## src/rtl/parking_lane_ctrl_if.sv

```systemverilog
// Sensor inputs and occupancy/event outputs of the parking lane controller.
interface parking_lane_ctrl_if #(parameter int CNT_W = 3);
  logic             sens_a_i;
  logic             sens_b_i;
  logic [CNT_W-1:0] occ_o;
  logic             full_o;
  logic             empty_o;
  logic             enter_p_o;
  logic             exit_p_o;
  logic             err_p_o;
  logic [3:0]       led_o;

  modport slave  (input  sens_a_i, sens_b_i,
                  output occ_o, full_o, empty_o, enter_p_o, exit_p_o, err_p_o, led_o);
  modport master (output sens_a_i, sens_b_i,
                  input  occ_o, full_o, empty_o, enter_p_o, exit_p_o, err_p_o, led_o);
endinterface

```

## src/rtl/parking_lane_ctrl.sv

```systemverilog
// Bidirectional parking lane controller: sync + debounce of two sensors,
// A/B sequence FSM and saturating occupancy counter with event pulses.
module parking_lane_ctrl #(
  parameter int CAPACITY       = 7,
  parameter int CNT_W          = 3,
  parameter int DEB_CYCLES     = 4,
  parameter int TIMEOUT_CYCLES = 64
) (
  input logic             clk,
  input logic             rst_n,
  parking_lane_ctrl_if.slave bus
);
  localparam int DW = $clog2(DEB_CYCLES + 1);
  localparam int TW = $clog2(TIMEOUT_CYCLES + 1);

  typedef enum logic [2:0] {IDLE, IN1, IN2, IN3, OUT1, OUT2, OUT3, ERRW} st_t;

  // bit 1 = a (street side), bit 0 = b (lot side)
  logic [1:0]          raw;
  logic [1:0]          s1_q, s2_q, filt_q;
  logic [1:0][DW-1:0]  dcnt_q;

  assign raw = {bus.sens_a_i, bus.sens_b_i};

  always_ff @(posedge clk or negedge rst_n) begin
    if (!rst_n) begin
      s1_q   <= '0;
      s2_q   <= '0;
      filt_q <= '0;
      dcnt_q <= '0;
    end else begin
      s1_q <= raw;
      s2_q <= s1_q;
      for (int i = 0; i < 2; i++) begin
        if (s2_q[i] == filt_q[i]) begin
          dcnt_q[i] <= '0;
        end else if (dcnt_q[i] == DW'(DEB_CYCLES - 1)) begin
          filt_q[i] <= s2_q[i];
          dcnt_q[i] <= '0;
        end else begin
          dcnt_q[i] <= dcnt_q[i] + 1'b1;
        end
      end
    end
  end

  st_t              state_q, state_d;
  logic [TW-1:0]    tmo_q, tmo_d;
  logic [CNT_W-1:0] occ_q, occ_d;
  logic             full_q, empty_q, enter_q, exit_q, err_q;
  logic             enter_d, exit_d, err_d;
  logic             seq_err, commit_in, commit_out, mid;

  always_comb begin
    state_d    = state_q;
    seq_err    = 1'b0;
    commit_in  = 1'b0;
    commit_out = 1'b0;
    case (state_q)
      IDLE: case (filt_q)
              2'b10: state_d = IN1;
              2'b01: state_d = OUT1;
              2'b11: begin state_d = ERRW; seq_err = 1'b1; end
              default: ;
            endcase
      IN1:  case (filt_q)
              2'b11: state_d = IN2;
              2'b00: state_d = IDLE;
              2'b01: begin state_d = ERRW; seq_err = 1'b1; end
              default: ;
            endcase
      IN2:  case (filt_q)
              2'b01: state_d = IN3;
              2'b10: state_d = IN1;
              2'b00: begin state_d = ERRW; seq_err = 1'b1; end
              default: ;
            endcase
      IN3:  case (filt_q)
              2'b00: begin state_d = IDLE; commit_in = 1'b1; end
              2'b11: state_d = IN2;
              2'b10: begin state_d = ERRW; seq_err = 1'b1; end
              default: ;
            endcase
      OUT1: case (filt_q)
              2'b11: state_d = OUT2;
              2'b00: state_d = IDLE;
              2'b10: begin state_d = ERRW; seq_err = 1'b1; end
              default: ;
            endcase
      OUT2: case (filt_q)
              2'b10: state_d = OUT3;
              2'b01: state_d = OUT1;
              2'b00: begin state_d = ERRW; seq_err = 1'b1; end
              default: ;
            endcase
      OUT3: case (filt_q)
              2'b00: begin state_d = IDLE; commit_out = 1'b1; end
              2'b11: state_d = OUT2;
              2'b01: begin state_d = ERRW; seq_err = 1'b1; end
              default: ;
            endcase
      ERRW: if (filt_q == 2'b00) state_d = IDLE;
      default: state_d = IDLE;
    endcase

    // A real transition always wins; the timeout only fires when the state would hold.
    mid = (state_q != IDLE) && (state_q != ERRW);
    if (mid && (state_d == state_q) && (tmo_q == TW'(TIMEOUT_CYCLES - 1))) begin
      state_d = ERRW;
      seq_err = 1'b1;
    end
    tmo_d = (!mid || (state_d != state_q)) ? '0 : tmo_q + 1'b1;

    occ_d   = occ_q;
    enter_d = 1'b0;
    exit_d  = 1'b0;
    err_d   = seq_err;
    if (commit_in) begin
      if (occ_q < CNT_W'(CAPACITY)) begin
        occ_d   = occ_q + 1'b1;
        enter_d = 1'b1;
      end else begin
        err_d = 1'b1;
      end
    end
    if (commit_out) begin
      if (occ_q != '0) begin
        occ_d  = occ_q - 1'b1;
        exit_d = 1'b1;
      end else begin
        err_d = 1'b1;
      end
    end
  end

  always_ff @(posedge clk or negedge rst_n) begin
    if (!rst_n) begin
      state_q <= IDLE;
      tmo_q   <= '0;
      occ_q   <= '0;
      full_q  <= 1'b0;
      empty_q <= 1'b1;
      enter_q <= 1'b0;
      exit_q  <= 1'b0;
      err_q   <= 1'b0;
    end else begin
      state_q <= state_d;
      tmo_q   <= tmo_d;
      occ_q   <= occ_d;
      full_q  <= (occ_d == CNT_W'(CAPACITY));
      empty_q <= (occ_d == '0);
      enter_q <= enter_d;
      exit_q  <= exit_d;
      err_q   <= err_d;
    end
  end

  assign bus.occ_o     = occ_q;
  assign bus.full_o    = full_q;
  assign bus.empty_o   = empty_q;
  assign bus.enter_p_o = enter_q;
  assign bus.exit_p_o  = exit_q;
  assign bus.err_p_o   = err_q;
  assign bus.led_o     = {full_q, occ_q[2:0]};
endmodule

```

## src/flat_wrapper.sv

```systemverilog
// flat-port wrapper written by rule: the top's interface ports become plain ports
module parking_lane_ctrl_flat 
#(
  parameter int CAPACITY       = 7,
  parameter int CNT_W          = 3,
  parameter int DEB_CYCLES     = 4,
  parameter int TIMEOUT_CYCLES = 64
)
  (clk, rst_n, bus_sens_a_i, bus_sens_b_i, bus_occ_o, bus_full_o, bus_empty_o, bus_enter_p_o, bus_exit_p_o, bus_err_p_o, bus_led_o);
  parking_lane_ctrl_if #(.CNT_W(CNT_W)) bus_i ();
  input logic clk;
  input logic rst_n;
  input wire logic [$bits(bus_i.sens_a_i)-1:0] bus_sens_a_i;
  input wire logic [$bits(bus_i.sens_b_i)-1:0] bus_sens_b_i;
  output wire logic [$bits(bus_i.occ_o)-1:0] bus_occ_o;
  output wire logic [$bits(bus_i.full_o)-1:0] bus_full_o;
  output wire logic [$bits(bus_i.empty_o)-1:0] bus_empty_o;
  output wire logic [$bits(bus_i.enter_p_o)-1:0] bus_enter_p_o;
  output wire logic [$bits(bus_i.exit_p_o)-1:0] bus_exit_p_o;
  output wire logic [$bits(bus_i.err_p_o)-1:0] bus_err_p_o;
  output wire logic [$bits(bus_i.led_o)-1:0] bus_led_o;
  assign bus_i.sens_a_i = bus_sens_a_i;
  assign bus_i.sens_b_i = bus_sens_b_i;
  assign bus_occ_o = bus_i.occ_o;
  assign bus_full_o = bus_i.full_o;
  assign bus_empty_o = bus_i.empty_o;
  assign bus_enter_p_o = bus_i.enter_p_o;
  assign bus_exit_p_o = bus_i.exit_p_o;
  assign bus_err_p_o = bus_i.err_p_o;
  assign bus_led_o = bus_i.led_o;
  parking_lane_ctrl #(.CAPACITY(CAPACITY), .CNT_W(CNT_W), .DEB_CYCLES(DEB_CYCLES), .TIMEOUT_CYCLES(TIMEOUT_CYCLES)) u_core (.clk(clk), .rst_n(rst_n), .bus(bus_i));
endmodule
```

## config.mk

```make
export PLATFORM = sky130hd
export DESIGN_NAME = parking_lane_ctrl_flat
export DESIGN_NICKNAME = d
export VERILOG_FILES = /design/src/rtl/parking_lane_ctrl_if.sv /design/src/rtl/parking_lane_ctrl.sv /design/src/flat_wrapper.sv
export SDC_FILE = /design/constraint.sdc
export NUM_CORES = 1
export LEC_CHECK = 0
export CORE_ASPECT_RATIO = 1.75
export CORE_MARGIN = 1.5
export CORE_UTILIZATION = 50
export DETAILED_ROUTE_END_ITERATION = 8
export DONT_BUFFER_PORTS = 1
export GPL_ROUTABILITY_DRIVEN = 0
export PLACE_DENSITY = 0.65
export SETUP_SLACK_MARGIN = 0.3
export SLEW_MARGIN = 20
export SYNTH_ARGS = -nofsm -noshare
export SYNTH_HDL_FRONTEND = slang
export SYNTH_SLANG_ARGS = --single-unit
```

## constraint.sdc

```tcl
create_clock -name clk -period 3.1 [get_ports clk]
set_input_delay 0.62 -clock clk [delete_from_list [all_inputs] [get_ports clk]]
set_output_delay 0.62 -clock clk [all_outputs]
set_load 0.005 [all_outputs]
```

==> results by stage <==
Clock network:
- The CTS buffer count is 5.
- The TritonCTS clock tree is built.
- For the worst-skew pair, the clock arrives at the later sink with an insertion delay of 0.28 ns.
- The post-CTS setup buffer count is 0.
- The master cell of the clock root buffer is sky130_fd_sc_hd__clkbuf_8.
- The depth of the CTS H-tree is 2.
- The number of cells upsized or downsized after cts is 0.
- The maximum number of buffers from clock root to sink is 2.
- The post-CTS clock slew at the launch and capture registers of the worst setup and hold paths is around 0.060 ns.
- Hold repair after CTS inserted 0 buffers.
- CTS saw 30 sinks.

Floorplanning:
- The area inside the core boundary is 0.00296 mm².
- From left edge to right edge, the die measures 45.4 µm.
- The floorplan has 26 rows.
- The initial core utilization is 53.1%.
- The area enclosed by the die boundary is roughly 0.0035 mm².
- In this run the count of I/O pins placed on the die edge is 16.
- The y dimension of the die is a little under 80 µm.

Critical path:
- The path type of the worst setup path is reg2reg.
- For this run, the slowest stage of the critical path takes 0.43 ns.
- For the worst setup path, the data arrival time is 2.18 ns.
- The total buffers and inverters traversed by the critical path is 2.
- At the worst endpoint, the required time is 3.32 ns.
- The gate family responsible for the most delay along the worst path is simple AND/OR/NAND/NOR gates.
- The worst setup path is captured at a register.
- The slowest library cell on the worst path is sky130_fd_sc_hd__dfrtp_1.
- The number of cells traversed by the worst register-to-register path is 9.
- The instance count on the critical path is 9.
- The startpoint type of the worst setup path is a register.
- In this run the worst path has a maximum fanout of 5.
- The signal on the critical path passes through inv_1, ha_1, ha_1, nor2_1, nand4_1, inv_1, a21oi_1, a22oi_1, and3_1.

Timing:
- The period utilization is 63.1%.
- The count of pins over their slew limit is 0.
- The worst relative slew slack is 54.2%.
- The peak clock frequency supported by timing is 511 MHz.
- The final setup violation count is 0.
- The maximum clock skew at final layout is 0.00537 ns.
- At the pin with the least slew margin, the transition time is 0.687 ns.
- The number of hold violations in the final report is 0.
- Setup repair after global routing left no endpoint under its margin.
- Setup slack closes at 1.14 ns.
- Setup total negative slack on the finished layout was measured at 0 ns.
- The time the final worst path needs with I/O delays and setup is 1.96 ns.

Global routing:
- The overflow left after global routing is 0.
- The via count of the first global-routing pass is about 1100.
- Entering global routing, the biggest net connects 31 pins.
- The first global-routing pass estimated 4.72 mm of wire.
- The number of antenna violations at the first check in global routing came to 0.
- Across every metal layer, demand over resource in global routing totals a little under a fifth.

Route:
- For this run, design rule violations remaining after detail routing come to 0.
- For this block, wires on met1 add up to 1.11 mm.
- The final routed wirelength across all metal layers is 2.78 mm.
- Detailed routing placed a total of 107 µm of wire on met3.
- The met2 layer wire length in the routed design is 1.45 mm.
- The detailed-route wire length per cell is between 10 and 15 µm.
- For this run, the detailed router's first-pass iteration total came to 4.
- The uppermost metal layer occupied by signal nets is met4.
- The overall via count from detail_route is 1083.
- After detailed routing, the number of vias per cell comes to 5.50.
- For this block, the initial DRC count from the detailed router was 29.
- In this run the remaining antenna-violating nets after routing total 0.

Power and ir drop:
- For this design the ratio of total power to cell area is 1030 mW/mm².
- The analysis attributes to cell leakage a power of 0.000774 µW.
- The internal portion of the total power is 1110 µW.
- Across the VDD grid, the largest voltage drop is around 0.6 mV.
- The switching power is 644 µW.
- The net switching share of the total power is a little over a third.
- Combinational logic burns 32.5% of the power.
- The share of total power dissipated in sequential elements is roughly two fifths.
- The clock network accounts for 27.6% of the total power.

Yosys:
- The number of different library cells used by synthesis comes to between 40 and 50.
- Counting flops and latches in the post-synthesis netlist gives 30.
- The post-synthesis instance area is 0.00157 mm².
- In this run, synthesis inferred 0 flip-flops with an integrated enable.
- In the synthesized netlist the dominant register cell turns out to be sky130_fd_sc_hd__dfrtp_1.
- The average instance in the mapped netlist occupies 10.0 µm².
- The gate count after technology mapping is 157.
- Synthesis produced a netlist with a net count of 167.
- The part of the Yosys area used for sequential elements is 47.9%.
- The synthesis warning total is 0.
- The share of flip-flops with an asynchronous set or reset is between 90% and 100%.

Cells and area:
- The final layout contains 164 nets.
- The finished layout holds 197 standard cells, fillers aside.
- The fraction of layout instances using a drive strength above 1 is 11.6%.
- The count of inserted antenna diode cells is 0.
- The number of filler instances in the final layout is around 260.
- The area overhead of the layout relative to synthesis is 8.28%.
- The final standard cell utilization of the core is a little under three fifths.

Run:
- The max-capacitance violation count is 0.

Placed design:
- Input and output buffers added on the ports amount to 0.
- The post-detailed-placement half-perimeter wirelength is 1.99 mm.
- The total instance count after detailed placement is 189.
- Timing analysis after detailed placement gives a worst setup slack of 1.14 ns.

Outcome:
- The flow ran to the end, and the final reports show no timing, DRC or antenna violations.

Min path:
- The path type of the worst min-delay path is in2async.
## cell type report
| type | instances | area [µm²] | share of cell area, % |
|---|---|---|---|
| Clock buffer | 6 | 82.6 | 4.85 |
| Clock inverter | 2 | 60.1 | 3.53 |
| Inverter | 10 | 37.5 | 2.21 |
| Multi-Input combinational cell | 107 | 717 | 42.1 |
| Sequential cell | 30 | 752 | 44.2 |
| Tap cell | 42 | 52.6 | 3.09 |
## cells in the mapped netlist (2+ instances only)
| cell type | count | area (µm²) |
|---|---|---|
| sky130_fd_sc_hd__nand2_1 | 10 | 37.5 |
| sky130_fd_sc_hd__xnor2_1 | 4 | 35.0 |
| sky130_fd_sc_hd__clkbuf_1 | 3 | 11.3 |
| sky130_fd_sc_hd__buf_4 | 5 | 37.5 |
| sky130_fd_sc_hd__o21ai_0 | 4 | 20.0 |
| sky130_fd_sc_hd__nor2_1 | 15 | 56.3 |
| sky130_fd_sc_hd__nor2b_1 | 6 | 37.5 |
| sky130_fd_sc_hd__nor3b_1 | 4 | 30.0 |
| sky130_fd_sc_hd__nor3_1 | 5 | 25.0 |
| sky130_fd_sc_hd__a21o_1 | 2 | 15.0 |
| sky130_fd_sc_hd__xor2_1 | 3 | 26.3 |
| sky130_fd_sc_hd__dfrtp_1 | 29 | 726 |
| sky130_fd_sc_hd__ha_1 | 6 | 75.1 |
| sky130_fd_sc_hd__and3_1 | 2 | 12.5 |
| sky130_fd_sc_hd__a21oi_1 | 8 | 40.0 |
| sky130_fd_sc_hd__nand3_1 | 4 | 20.0 |
| sky130_fd_sc_hd__inv_1 | 10 | 37.5 |
| sky130_fd_sc_hd__o21ai_1 | 5 | 25.0 |
| sky130_fd_sc_hd__o211ai_1 | 3 | 22.5 |
| sky130_fd_sc_hd__nand2b_1 | 2 | 12.5 |
## layer usage
layer	up-vias	global-route usage (%)
met5	-	0
met4	0	12.6
met3	8	5.41
met2	18	29.2
met1	526	19.9
li1	531	-
## path summary, 6_finish.rpt
check | from | to | slack [ns]
min reg2reg | u_core.s1_q[0] | u_core.s2_q[0] | 0.35
min | rst_n | u_core.state_q[0] | 0.03
max in group asynchronous | rst_n | u_core.bus.empty_o | 2.90
max | u_core.bus.occ_o[0] | u_core.bus.empty_o | 1.14
min in group clk | u_core.s1_q[0] | u_core.s2_q[0] | 0.35
max reg2reg | u_core.bus.occ_o[0] | u_core.bus.empty_o | 1.14
## power by group through the flow
stage	logic (µW)	clock network (µW)	registers [µW]
2_1_floorplan	624	0	580
3_3_place_gp	561	0	703
3_5_place_dp	572	0	704
4_1_cts	576	498	698
5_1_grt	647	511	727
6_report	572	485	702
## flip-flops by register name, summed over array words and instances (netlist names), 2 cells and up
register          cells
u_core.s2_q           2
u_core.filt_q         2
u_core.tmo_q          7
u_core.dcnt_q         6
u_core.state_q        3
u_core.bus.occ_o      3
u_core.s1_q           2
## layout by cell type (no fill, tap or decap), types with 3 or more instances in the layout
cell / instances
sky130_fd_sc_hd__xnor2_1: 4
sky130_fd_sc_hd__a21oi_1: 8
sky130_fd_sc_hd__inv_1: 10
sky130_fd_sc_hd__dfrtp_1: 29
sky130_fd_sc_hd__nor3b_1: 4
sky130_fd_sc_hd__nor3_1: 5
sky130_fd_sc_hd__o21ai_1: 5
sky130_fd_sc_hd__o21ai_0: 4
sky130_fd_sc_hd__nand3_1: 4
sky130_fd_sc_hd__nand2_1: 10
sky130_fd_sc_hd__nor2b_1: 6
sky130_fd_sc_hd__o211ai_1: 3
sky130_fd_sc_hd__xor2_1: 3
sky130_fd_sc_hd__clkbuf_8: 6
sky130_fd_sc_hd__nor2_1: 15
sky130_fd_sc_hd__ha_1: 6
## through the flow
step	power (µW)	hold slack [ns]	instance area, µm²
global route	1890	0.0118	1700
detailed placement	1280	0.325	1560
global placement	1260	0.325	1560
CTS	1770	0.0158	1700
floorplan	1200	0.324	1570
finish	1760	0.0268	1700
## worst register-to-register path: cells and delay by family (launching register included)
| family | cells | cell delay, ns |
|---|---|---|
| AOI/OAI and AO/OA | 2 | 0.28 |
| adders and majority gates | 2 | 0.40 |
| buffers and inverters | 2 | 0.28 |
| DFF | 1 | 0.43 |
| and+or+nand+nor | 3 | 0.50 |
## cells by family (layout without fill, tap and decap cells)
family,after synthesis,count (layout),share of synthesized area (%)
multiplexers,3,3,2.31
XOR/XNOR,7,7,3.90
AO/OA/AOI/OAI,34,34,14.1
flip-flops,30,30,47.9
adder cells (fa/ha/maj),6,6,4.78
buffers and inverters,20,18,6.53
AND/OR/NAND/NOR,57,57,20.5
(Power assumes the default switching activity.)
